File: src/rtl/fetch_sequencer.sv
// fetch_sequencer
//   IF-stage controller that sequences the PC register and the instruction
//   memory fetch handshake. Each cycle it selects the next PC from one of three
//   sources: sequential increment, MEM-stage branch redirect, or a hazard stall.
//
// Ports
//   clk, reset                 clock; asynchronous active-high reset
//   pc_cur                     current PC (PC register output)
//   stall                      load-use hazard stall request
//   branch_taken/_target       MEM-stage taken branch and its target
//   imem_ack                   instruction memory data valid for imem_addr
//   pc_next, pc_write          PC register PCIn / PCWrite
//   imem_req, imem_addr        fetch request and address (= pc_cur)
//   ifid_write, flush          IF/ID capture enable; pipeline squash
//   fetch_count                instructions delivered to IF/ID
//   bus_err                    sticky fetch timeout
module fetch_sequencer #(
  parameter int unsigned          ADDR_W   = 64,
  parameter logic [ADDR_W-1:0]    RESET_PC = '0,
  parameter int unsigned          MAX_WAIT = 15
) (
  input  logic              clk,
  input  logic              reset,
  input  logic [ADDR_W-1:0] pc_cur,
  input  logic              stall,
  input  logic              branch_taken,
  input  logic [ADDR_W-1:0] branch_target,
  input  logic              imem_ack,
  output logic [ADDR_W-1:0] pc_next,
  output logic              pc_write,
  output logic              imem_req,
  output logic [ADDR_W-1:0] imem_addr,
  output logic              ifid_write,
  output logic              flush,
  output logic [31:0]       fetch_count,
  output logic              bus_err
);

  typedef enum logic [2:0] {
    S_BOOT,
    S_FETCH,
    S_STALL,
    S_REDIRECT,
    S_ERR
  } state_t;

  state_t              state_q, state_d;
  logic [7:0]          wait_q, wait_d;
  logic [7:0]          wait_inc;
  logic [ADDR_W-1:0]   saved_q, saved_d;
  logic [31:0]         count_q, count_d;

  assign imem_addr   = pc_cur;
  assign fetch_count = count_q;
  assign wait_inc    = wait_q + 8'd1;

  always_ff @(posedge clk or posedge reset) begin
    if (reset) begin
      state_q <= S_BOOT;
      wait_q  <= '0;
      saved_q <= '0;
      count_q <= '0;
    end else begin
      state_q <= state_d;
      wait_q  <= wait_d;
      saved_q <= saved_d;
      count_q <= count_d;
    end
  end

  always_comb begin
    state_d    = state_q;
    wait_d     = wait_q;
    saved_d    = saved_q;
    count_d    = count_q;
    pc_next    = pc_cur;
    pc_write   = 1'b0;
    imem_req   = 1'b0;
    ifid_write = 1'b0;
    flush      = 1'b0;
    bus_err    = 1'b0;

    unique case (state_q)
      S_BOOT: begin
        pc_next  = RESET_PC;
        pc_write = 1'b1;
        state_d  = S_FETCH;
      end
      S_FETCH: begin
        imem_req = 1'b1;
        if (branch_taken) begin
          flush = 1'b1;
          if (imem_ack) begin
            pc_next  = branch_target;
            pc_write = 1'b1;
          end else begin
            saved_d = branch_target;
            state_d = S_REDIRECT;
          end
        end else if (stall && imem_ack) begin
          state_d = S_STALL;
        end else if (imem_ack) begin
          pc_next    = pc_cur + ADDR_W'(4);
          pc_write   = 1'b1;
          ifid_write = 1'b1;
          count_d    = count_q + 32'd1;
        end
      end
      S_STALL: begin
        if (branch_taken) begin
          pc_next  = branch_target;
          pc_write = 1'b1;
          flush    = 1'b1;
          state_d  = S_FETCH;
        end else if (!stall) begin
          state_d = S_FETCH;
        end
      end
      S_REDIRECT: begin
        imem_req = 1'b1;
        if (branch_taken) begin
          flush   = 1'b1;
          saved_d = branch_target;
        end
        if (imem_ack) begin
          // A branch resolving in the same cycle as the ack supersedes the saved target.
          pc_next  = branch_taken ? branch_target : saved_q;
          pc_write = 1'b1;
          state_d  = S_FETCH;
        end
      end
      S_ERR: begin
        bus_err = 1'b1;
      end
      default: state_d = S_BOOT;
    endcase

    // Timeout overrides any transition chosen above.
    if (imem_req && !imem_ack) begin
      wait_d = wait_inc;
      if (32'(wait_inc) >= MAX_WAIT)
        state_d = S_ERR;
    end else begin
      wait_d = '0;
    end

    // State is already BOOT during reset; mask BOOT's pc_write until release.
    if (reset) begin
      pc_next    = RESET_PC;
      pc_write   = 1'b0;
      imem_req   = 1'b0;
      ifid_write = 1'b0;
      flush      = 1'b0;
      bus_err    = 1'b0;
    end
  end

endmodule

File: config.mk
export PLATFORM = sky130hd
export DESIGN_NAME = fetch_sequencer
export DESIGN_NICKNAME = d
export VERILOG_FILES = /design/src/rtl/fetch_sequencer.sv
export SDC_FILE = /design/constraint.sdc
export NUM_CORES = 1
export LEC_CHECK = 0
export CORE_MARGIN = 1.5
export CORE_UTILIZATION = 54
export DETAILED_ROUTE_END_ITERATION = 6
export GPL_TIMING_DRIVEN = 1
export PLACE_DENSITY = 0.88
export SLEW_MARGIN = 20
export SYNTH_ARGS = -nofsm -noshare
export SYNTH_HDL_FRONTEND = slang
export SYNTH_SLANG_ARGS = --single-unit
export TNS_END_PERCENT = 5
File: constraint.sdc
create_clock -name clk -period 18.35 [get_ports clk]
set_clock_uncertainty 0.1 [all_clocks]
set_input_delay 2.7525 -clock clk [delete_from_list [all_inputs] [get_ports clk]]
set_output_delay 2.7525 -clock clk [all_outputs]
set_load 0.05 [all_outputs]
* After elaboration in Yosys (flattened, before gate mapping) *
Index checks and enable logic that the tools add are counted.

operators by class
  multiplexer cells = 37
  reductions and logical operators = 9
  multipliers = 0
  order comparisons = 1
  shift operators = 0
  div/mod/pow operators = 0
  equality and inequality tests = 6
  bitwise operators = 2
  add/subtract/negate cells = 3

operators by type and width
  kind                   number
  $mux 64                10
  $pmux 64 s4            1
  $pmux 64 s2            1
  $add 64x3->64 const B  1
  $add 32x1->32 const B  1
  $mux 3                 8
  $pmux 3 s5             1
  $mux 1                 14
  $add 8x1->8 const B    1
  $ge 8x4->1 const B     1
  $mux 8                 1
  $eq 3x2->1 const B     2
  $ne 2x2->1 const B     2
  $pmux 1 s4             1
  $reduce_and 4->1       1
  $eq 3x1->1 const B     1
  $eq 3x3->1 const B     1
  $logic_not 3->1        1
  $reduce_and 3->1       1
  $reduce_or 3->1        1
  $logic_and 1x1->1      2
  $not 1->1              2
  $reduce_bool 2->1      1
  $reduce_or 2->1        1
  $logic_not 1->1        1

storage, ports and cells
  ROM bits = 0
  latch bits = 0
  register bits after elaboration = 107
  bits of input ports = 133
  memories = 0
  memory bits (writable) = 0

* Depth between registers and ports, before layout *
Gate-level depths: netlist of run 1.

  depth after elaboration = 6
  mapped depth = 9

* Worst setup path after synthesis of run 1 *
No wires, ideal clock.

  path kind = in2out
  start = input port reset
  end = output port pc_next[22]
  required time = 15.497 ns
  arrival = 7.633 ns
  path slack = 7.864 ns
  stages = 5
  path buffers = 2
  cells stage by stage = clkbuf_1 clkinv_1 clkbuf_1 o21ai_0 a21oi_1

on the way
  longest elaborated chain between the ends = 1

RTL lines
  element          line  RTL
  start, declared  23    input logic reset,
  $mux 64          148   if (reset) begin
  end, declared    29    output logic [ADDR_W-1:0] pc_next,

No other way between the ends.

* Final worst setup path of run 1 *
  start = input port imem_ack
  end = output port pc_next[17]

on the way
  longest elaborated chain between the ends = 5
  elaborated cells on any way between the ends = 8

RTL lines
  element                                              line      RTL
  start, declared                                      28        input logic imem_ack,
  $mux 64 / $logic_and 1x1->1 (equally long branches)  102, 100
  $mux 64                                              100       end else if (stall && imem_ack) begin
  $mux 64                                              91        if (branch_taken) begin
  $pmux 64 s4 *                                        83        unique case (state_q)
  $mux 64 *                                            148

Every way passes the cells marked *; elsewhere a longest branch is shown, timed or not.

==> reports/summary.txt, run 1 <==
largest family of logic cells by synthesized area = compound AO/OA/AOI/OAI gates
initial antenna violation count = 0
Static Leak = 5.35 nW
critical-path cell with the highest stage delay = buf_4
Iter 0 DRT Violations = 1,408
Yosys cell types = 72
Peak supply drop = 75.7 uV
compound-gate portion of the synthesized area = 23.3%
clk slew on worst S/H paths = 90 ps
Ports = 298
CP max FO = 88
ant diodes = 0
Net Count, Synth = 1,574
Final Non-Filler Cells = 1,839
status = finished, final reports clean
clk buf depth = 2
via count = 12,300
max-cap violation count = 0
sequential area share after synthesis = 24.2%
Crit path buffers/inverters = 4
CP max stage delay = 920 ps
hpwl dp = 26,800 um
Layout fillers = 1,634
Placed Cells = 1,822
pin count of the biggest net entering global routing = 102
setup TNS = 0 ps
FMAX = 98.1 MHz
Area Growth Syn to Fin = 25.1%
FFs w/ async S/R, synth = 100%
PwrDens = 65.6 mW/mm^2
Yosys top cell by area = dfrtp_1
worst rel slew slack = 29.5%
multiplexer share of the synthesized area = 16.6%
Die Span X = 146 um
number of enable flip-flop cells after synthesis = 0
Final nets = 1,701
Post-CTS Hold Fix Bufs = 0
gr usage total = 35.3%
Crit path max-delay family = buffers and inverters
#FFs+latches synth = 107
CTS sink count = 107
share of post-route cells with drive strength above 1 = 7.78%
global placement routability congestion = 0.955
simple-gate area share of the yosys netlist = 20.5%
Mapped Area = 0.0110 sq mm
Cells after Synth = 1,437
Final Max Slew Viols = 0
Worst-Skew Late Latency = 370 ps
PostCTS Resize Cnt = 0
vias per inst = 6.71
Post-Synth XOR/XNOR Area = 4.60%
Die Area = 0.0213 sq mm
CP Launch Type = input port
Antenna Violating Nets Remaining = 0
Worst Setup End Kind = output pin
Adder-Cell Fraction of Synth Area = 0.544%
final hold slack = 381 ps
CTS Root Cell = clkbuf_16
global route overflow = 0
post-synth top area share = 24.2%
RSZ-0062 raised after global routing = no
Post-synth top flop = dfrtp_1
CTS tree = built
DRC = 0
core area = 0.0202 sq mm
Hold Vio Cnt, Final = 0
H-tree depth = 3
initial core utilization = 54.8%
row count = 52
routed length per placed instance = 21.1 um
worst path cell trace = buf_4 -> buf_4 -> inv_1 -> nand3_1 -> a21boi_0 -> a21boi_0 -> a211oi_1 -> nor2_1 -> clkdlybuf4s50_1
CP Class = input port to output pin
first-pass GRT wire length = 61,200 um
fin crit period = 10,200 ps
number of global-route vias before repair = 11,500
IO Port Bufs = 297
most common cell in the synthesized netlist = a21oi_1
worst min-delay path class = flop to flop
Routed WL = 38,800 um
Worst EP arrival = 7350 ps
post-CTS setup repair buffer count = 0
DIE HEIGHT = 146 um
drt first pass iters = 7
fin crit share = 55.6%
syn_area_per_cell = 7.68 sq um
most frequent cells after synthesis = a21oi_1 (122), o21ai_0 (119), nor2_1 (118), clkbuf_1 (108)
utilization after layout = 68.5%
worst-margin pin slew = 1050 ps
Worst Path Required = 15,500 ps
CTS buffer count = 9
Syn. warnings = 0
Final setup viols = 0
ranking of synthesized cells by area = dfrtp_1 (24%), mux2i_1 (9.7%), mux2_2 (6.9%)
==> metal layers <==
metal	routed length [um]	up-vias	global-route usage, %
li1	-	5505	-
met1	14600	5738	44.4
met2	18100	906	57.4
met3	4190	187	7.18
met4	1960	0	18.0
met5	0	-	0.227
==> worst paths after layout <==
check	start	end	slack [ps]	depth (start not counted)
worst max-delay path	imem_ack	pc_next[17]	8150	9
worst min-delay path	fetch_count[31]$_DFFE_PP0P_	fetch_count[31]$_DFFE_PP0P_	380	1
worst max register to register	state_q[0]$_DFF_PP0_	fetch_count[13]$_DFFE_PP0P_	15310	6
worst min register to register	fetch_count[31]$_DFFE_PP0P_	fetch_count[31]$_DFFE_PP0P_	380	1
max in group asynchronous	reset	state_q[2]$_DFF_PP0_	14140	4
min in group asynchronous	reset	fetch_count[7]$_DFFE_PP0P_	2930	3
==> final cells by class <==
cell class,count,area (sq um),area share (%)
multi-input combinational,1100,7250,52.5
timing repair buffer,314,3100,22.5
sequential,107,2680,19.4
tap,270,338,2.45
clock buffer,9,225,1.63
inverter,32,123,0.888
clock inverter,7,88.8,0.643
==> cell usage in the layout, fill, tap and decap left out, drive strengths merged, types with 15 or more instances in the layout <==
master	Yosys	layout
a211oi	15	15
a21oi	122	122
and3	16	16
buf	90	19
clkdlybuf4s50	0	295
dfrtp	107	107
inv	31	36
mux2	68	68
mux2i	107	107
nand2	98	98
nand3	47	47
nand4	33	33
nor2	118	118
nor3	49	49
nor4	28	28
o21ai	119	119
o221ai	17	17
o22ai	17	17
xnor2	43	43
xor2	15	15
==> registers in the layout, indices dropped and copies added, names as in the netlist <==
| name | count |
|---|---|
| fetch_count | 32 |
| saved_q | 64 |
| state_q | 3 |
| wait_q | 8 |
==> per-stage QoR <==
stage | power [mW] | worst slack, ps | instance area (sq um)
2_1_floorplan | 0.558 | 7860 | 11000
3_3_place_gp | 0.678 | 8540 | 13500
5_1_grt | 0.940 | 8120 | 13800
4_1_cts | 0.898 | 8450 | 13800
3_5_place_dp | 0.688 | 8460 | 13500
6_report | 0.906 | 8150 | 13800
==> report_power, final <==
| group | leakage [nW] | internal, mW | total, mW | switching [mW] |
|---|---|---|---|---|
| Sequential | 1.32 | 0.266 | 0.289 | 0.0224 |
| Combinational | 3.87 | 0.154 | 0.403 | 0.249 |
| Clock | 0.153 | 0.0995 | 0.214 | 0.114 |
==> worst register-to-register path, cell delays in order, from the launching register on <==
cell and delay [ps]:
dfrtp_1 550, buf_4 390, nor4b_4 670, and3_1 310, nand2_1 210, or4_1 570, xnor2_1 140
==> logic make-up (layout without fill, tap and decap cells) <==
group | Yosys count | count (layout)
xor gates and xnor gates | 58 | 58
buffers and inverters | 230 | 362
AOI/OAI and AO/OA | 412 | 412
adders and majority gates | 5 | 5
and+or+nand+nor | 450 | 450
DFF | 107 | 107
muxes | 175 | 175
(Power assumes the default switching activity.)
==> run 2: changes to the inputs <==
--- a/config.mk
+++ b/config.mk
@@ -6,10 +6,10 @@
 export NUM_CORES = 1
 export LEC_CHECK = 0
 export CORE_MARGIN = 1.5
-export CORE_UTILIZATION = 54
+export CORE_UTILIZATION = 50
 export DETAILED_ROUTE_END_ITERATION = 6
 export GPL_TIMING_DRIVEN = 1
-export PLACE_DENSITY = 0.88
+export PLACE_DENSITY = 0.82
 export SLEW_MARGIN = 20
 export SYNTH_ARGS = -nofsm -noshare
 export SYNTH_HDL_FRONTEND = slang
==> constraint.sdc (replaced) <==
create_clock -name clk -period 10.21 [get_ports clk]
set_clock_uncertainty 0.1 [all_clocks]
set_input_delay 1.5315 -clock clk [delete_from_list [all_inputs] [get_ports clk]]
set_output_delay 1.5315 -clock clk [all_outputs]
set_load 0.05 [all_outputs]
==> reports/summary.txt, run 2 (synthesis gave the netlist of run 1 again) <==
status = finished, final reports clean (unchanged)
commonest non-fill, non-tap cell in the layout = clkdlybuf4s50_1 (unchanged)
RSZ-0062 raised after global routing = no (unchanged)
Worst Path Required = 8580 ps (was 15,500 ps)
Iter 0 DRT Violations = 1,509 (was 1,408)
Critical Path End = pc_next[60] (was pc_next[17])
CTS Root Cell = clkbuf_16 (unchanged)
clock share of power = 24.1% (was 23.6%)
most frequent cells in the layout = clkdlybuf4s50_1 (295), a21oi_1 (122), o21ai_0 (119) (unchanged)
CP max FO = 9 (was 88)
sw power = 0.696 mW (was 0.386 mW)
routed length per placed instance = 21.2 um (was 21.1 um)
Ports = 298 (unchanged)
RR Startpoint = state_q[2]$_DFF_PP0_ (was state_q[0]$_DFF_PP0_)
worst-margin pin slew = 1290 ps (was 1050 ps)
max FFs per register = 64 (unchanged)
Worst Setup End Kind = output pin (unchanged)
Hold Vio Cnt, Final = 0 (unchanged)
IO Port Bufs = 297 (unchanged)
CP Class = input port to output pin (unchanged)
via count = 12,200 (was 12,300)
utilization after layout = 63.7% (was 68.5%)
Gate power share = 44.4% (was 44.5%)
pin count of the biggest net entering global routing = 101 (was 102)
CTS sink count = 107 (unchanged)
fin crit share = 70.0%
Worst EP arrival = 5520 ps (was 7350 ps)
H-tree depth = 3 (unchanged)
Final Power = 1.64 mW (was 0.906 mW)
Post-Place Setup Slack = 3130 ps (was 8460 ps)
fin crit period = 7150 ps
row count = 54 (was 52)
clk slew on worst S/H paths = 90 ps (about the same)
Layout fillers = 1,897 (was 1,634)
setup TNS = 0 ps (unchanged)
hpwl dp = 27,400 um (was 26,800 um)
gr usage total = 33.2% (was 35.3%)
global placement routability congestion = 0.977 (was 0.955)
Final nets = 1,703 (was 1,701)
Placed Instance Area = 0.0135 sq mm (about the same)
setup ws final = 3060 ps (was 8150 ps)
Pint = 0.940 mW (was 0.520 mW)
DIE HEIGHT = 152 um (was 146 um)
DRC = 0 (unchanged)
CTS tree = built (unchanged)
final hold slack = 377 ps (was 381 ps)
reg2reg end = fetch_count[13]$_DFFE_PP0P_ (unchanged)
share of post-route cells with drive strength above 1 = 7.89% (was 7.78%)
FMAX = 140 MHz
max-cap violation count = 0 (unchanged)
design area = 0.0139 sq mm (was 0.0138 sq mm)
PwrDens = 118 mW/mm^2 (was 65.6 mW/mm^2)
worst min-delay path class = flop to flop (unchanged)
vias per inst = 6.60 (was 6.71)
Routed WL = 39,300 um (was 38,800 um)
Post-CTS Hold Fix Bufs = 0 (unchanged)
Worst-Skew Late Latency = 380 ps (was 370 ps)
Critical path origin = pc_cur[2] (was imem_ack)
global route overflow = 0 (unchanged)
Static Leak = 5.36 nW (was 5.35 nW)
Area Growth Syn to Fin = 25.5% (was 25.1%)
CTS buffer count = 9 (unchanged)
flop-to-flop setup slack = 7200 ps (was 15,310 ps)
Seq pwr share = 31.5% (was 31.9%)
PostCTS Resize Cnt = 0 (unchanged)
clk buf depth = 2 (unchanged)
Final Max Slew Viols = 0 (unchanged)
initial core utilization = 50.8% (was 54.8%)
Placed Cells = 1,834 (was 1,822)
Final setup viols = 0 (unchanged)
worst rel slew slack = 13.2% (was 29.5%)
number of global-route vias before repair = 11,100 (was 11,500)
first-pass GRT wire length = 60,000 um (was 61,200 um)
Antenna Violating Nets Remaining = 0 (unchanged)
post-CTS setup repair buffer count = 0 (unchanged)
drt first pass iters = 6 (was 7)
core area = 0.0218 sq mm (was 0.0202 sq mm)
initial antenna violation count = 0 (unchanged)
Worst R2R Path Depth = 7 (was 6)
Switching Fraction = 42.6% (about the same)
Peak supply drop = 113 uV (was 75.7 uV)
Final Non-Filler Cells = 1,853 (was 1,839)
Top reg by flops = saved_q (unchanged)
Die Span X = 152 um (was 146 um)
Die Area = 0.0230 sq mm (was 0.0213 sq mm)
CP Launch Type = input port (unchanged)
run 2: cell count changes in the layout (fill, tap and decap cells not counted), sizes merged:
cell / previous run / this run
buf: 19 / 21
diode: 0 / 2
run 2: cell type report:
class | count | area, sq um | area share (%)
clock inverter | 7 | 104 | 0.749
multi-input combinational | 1100 | 7250 | 52.3
inverter | 32 | 123 | 0.885
tap | 280 | 350 | 2.53
antenna | 2 | 5.00 | 0.0361
clock buffer | 9 | 225 | 1.62
sequential | 107 | 2680 | 19.3
timing repair buffer | 316 | 3120 | 22.5
run 2: per-layer routing:
metal  part of all wire, %  track usage, %
met5                     0               0
met4                   4.0            14.0
met3                    11            5.39
met2                    47            53.8
met1                    39            43.9
run 2: worst min path at each step:
stage,start,to,slack [ps],cells after the start
after floorplan,saved_q[39]$_DFFE_PP0P_,saved_q[39]$_DFFE_PP0P_,350,2
after global routing,fetch_count[31]$_DFFE_PP0P_,fetch_count[31]$_DFFE_PP0P_,400,1
final,fetch_count[31]$_DFFE_PP0P_,fetch_count[31]$_DFFE_PP0P_,380,1
after global placement,fetch_count[31]$_DFFE_PP0P_,fetch_count[31]$_DFFE_PP0P_,360,1
after detailed placement,fetch_count[31]$_DFFE_PP0P_,fetch_count[31]$_DFFE_PP0P_,360,1
after CTS,fetch_count[31]$_DFFE_PP0P_,fetch_count[31]$_DFFE_PP0P_,380,1
run 2: power groups by stage:
| stage | registers (mW) | logic, mW | clock network (mW) |
|---|---|---|---|
| after floorplan | 0.539 | 0.464 | 0 |
| after global placement | 0.518 | 0.704 | 0 |
| after detailed placement | 0.522 | 0.717 | 0 |
| after CTS | 0.514 | 0.719 | 0.400 |
| after global routing | 0.522 | 0.770 | 0.414 |
| final | 0.516 | 0.726 | 0.394 |
run 2: worst max-delay path, cell delays in order:
cell and delay, ps:
clkdlybuf4s50_1 680, ha_1 270, nand3b_1 130, or4_4 580, nor4_2 430, and4_1 290, xnor2_1 60, a2111oi_0 580
clkdlybuf4s50_1 950
==> run 3: changes to the inputs <==
==> constraint.sdc (replaced) <==
create_clock -name clk -period 6.8 [get_ports clk]
set_clock_uncertainty 0.1 [all_clocks]
set_input_delay 1.02 -clock clk [delete_from_list [all_inputs] [get_ports clk]]
set_output_delay 1.02 -clock clk [all_outputs]
set_load 0.05 [all_outputs]
==> reports/summary.txt, run 3 (synthesis gave the netlist of run 1 again) <==
failing checks = DRC
CP max FO = 9 (unchanged)
Die Area = 0.0230 sq mm (unchanged)
drt first pass iters = 7 (was 6)
Worst Setup End Kind = output pin (unchanged)
PostCTS Resize Cnt = 0 (unchanged)
global route overflow = 0 (unchanged)
initial antenna violation count = 1 (was 0)
setup TNS = 0 ps (unchanged)
vias per inst = 6.61 (was 6.60)
fin crit period = 6110 ps
CTS sink count = 107 (unchanged)
Die Span X = 152 um (unchanged)
Hold Vio Cnt, Final = 0 (unchanged)
CP Launch Type = input port (unchanged)
Worst-Skew Late Latency = 370 ps (was 380 ps)
fin crit share = 89.8%
Worst Path Required = 5680 ps (was 8580 ps)
FF/Latch Area = 0.00268 sq mm (unchanged)
routed length per placed instance = 21.4 um (was 21.2 um)
CTS Root Cell = clkbuf_16 (unchanged)
via count = 12,400 (was 12,200)
status = complete, but fails checks (was finished, final reports clean)
DRC = 2 (was 0)
met2 usage = 56.1% (was 53.8%)
Post-CTS Hold Fix Bufs = 0 (unchanged)
IO Port Bufs = 297 (unchanged)
CTS buffer count = 9 (unchanged)
most frequent cells in the layout = clkdlybuf4s50_1 (295), a21oi_1 (122), o21ai_0 (119) (unchanged)
Ports = 298 (unchanged)
H-tree depth = 3 (unchanged)
Peak supply drop = 211 uV (was 113 uV)
CP Class = input port to output pin (unchanged)
core area = 0.0218 sq mm (unchanged)
max FFs per register = 64 (unchanged)
hpwl dp = 28,200 um (was 27,400 um)
Placed Cells = 1,854 (was 1,834)
FMAX = 164 MHz
Final nets = 1,722 (was 1,703)
worst min-delay path class = flop to flop (unchanged)
gr usage total = 34.1% (was 33.2%)
Antenna Violating Nets Remaining = 0 (unchanged)
Top reg by flops = saved_q (unchanged)
RSZ-0062 raised after global routing = no (unchanged)
Final setup viols = 0 (unchanged)
Static Leak = 5.45 nW (was 5.36 nW)
Final Non-Filler Cells = 1,871 (was 1,853)
grt met1 use = 43.1% (was 43.9%)
Layout fillers = 1,921 (was 1,897)
worst-margin pin slew = 1120 ps (was 1290 ps)
share of post-route cells with drive strength above 1 = 9.06% (was 7.89%)
Worst EP arrival = 4990 ps (was 5520 ps)
utilization after layout = 64.4% (was 63.7%)
first-pass GRT wire length = 61,400 um (was 60,000 um)
Iter 0 DRT Violations = 1,447 (was 1,509)
footprint of the multi-input gates = 0.00726 sq mm (was 0.00725 sq mm)
grt peak-use layer = met2 (unchanged)
PwrDens = 176 mW/mm^2 (was 118 mW/mm^2)
final hold slack = 378 ps (was 377 ps)
initial core utilization = 50.8% (unchanged)
GR Layer Usage met3 = 5.48% (was 5.39%)
worst rel slew slack = 25.1% (was 13.2%)
row count = 54 (unchanged)
Final Power = 2.46 mW (was 1.64 mW)
post-CTS setup repair buffer count = 0 (unchanged)
clk buf depth = 2 (unchanged)
commonest non-fill, non-tap cell in the layout = clkdlybuf4s50_1 (unchanged)
number of global-route vias before repair = 11,400 (was 11,100)
DIE HEIGHT = 152 um (unchanged)
Area Growth Syn to Fin = 26.9% (was 25.5%)
CTS tree = built (unchanged)
global placement routability congestion = 0.952 (was 0.977)
clk slew on worst S/H paths = 90 ps (about the same)
pin count of the biggest net entering global routing = 125 (was 101)
max-cap violation count = 0 (unchanged)
Routed WL = 40,100 um (was 39,300 um)
Final Max Slew Viols = 0 (unchanged)
run 3: cell types whose count changed in the layout (fill, tap and decap cells not counted), sizes merged:
cell   before  now
diode       2    1
buf        21   40
run 3: per-layer routing:
metal	vias to the layer above	routed length (um)
li1	5547	-
met1	5817	15100
met2	836	18600
met3	167	4300
met4	0	2020
met5	-	0
run 3: report_power, final:
group | internal (mW) | switching (mW)
Combinational | 0.424 | 0.674
Clock | 0.269 | 0.316
Sequential | 0.719 | 0.0602
run 3: path summary, 6_finish.rpt:
path | startpoint | to | cells after the start | slack, ps
worst max-delay path | pc_cur[2] | pc_next[60] | 9 | 690
worst min-delay path | fetch_count[31]$_DFFE_PP0P_ | fetch_count[31]$_DFFE_PP0P_ | 1 | 380
worst max register to register | state_q[1]$_DFF_PP0_ | fetch_count[13]$_DFFE_PP0P_ | 7 | 3490
worst min register to register | fetch_count[31]$_DFFE_PP0P_ | fetch_count[31]$_DFFE_PP0P_ | 1 | 380
max in group asynchronous | reset | fetch_count[23]$_DFFE_PP0P_ | 3 | 4740
min in group asynchronous | reset | saved_q[3]$_DFFE_PP0P_ | 2 | 1040
run 3: area by class of cell:
cell class              instances  area share [%]
diodes                          1          0.0179
clock buffers                   9            1.61
clock inverters                 7           0.634
inverters                      32           0.875
multi-input cells            1100            51.8
flip-flops and latches        107            19.1
well taps                     280            2.50
repair buffers                335            23.5
run 3: stage by stage:
stage          setup slack (ps)  cell area (sq um)
2_1_floorplan               780              11000
6_report                    693              14000
3_5_place_dp                672              13700
4_1_cts                     667              14000
3_3_place_gp                758              13700
5_1_grt                     530              14000
run 3: worst max-delay path, stage by stage:
cell             delay [ps]
clkdlybuf4s50_1         660
ha_1                    300
nand3b_1                140
or4_4                   560
nor4_2                  400
and4_1                  280
xnor2_1                  60
a2111oi_0               630
clkdlybuf4s50_1         920
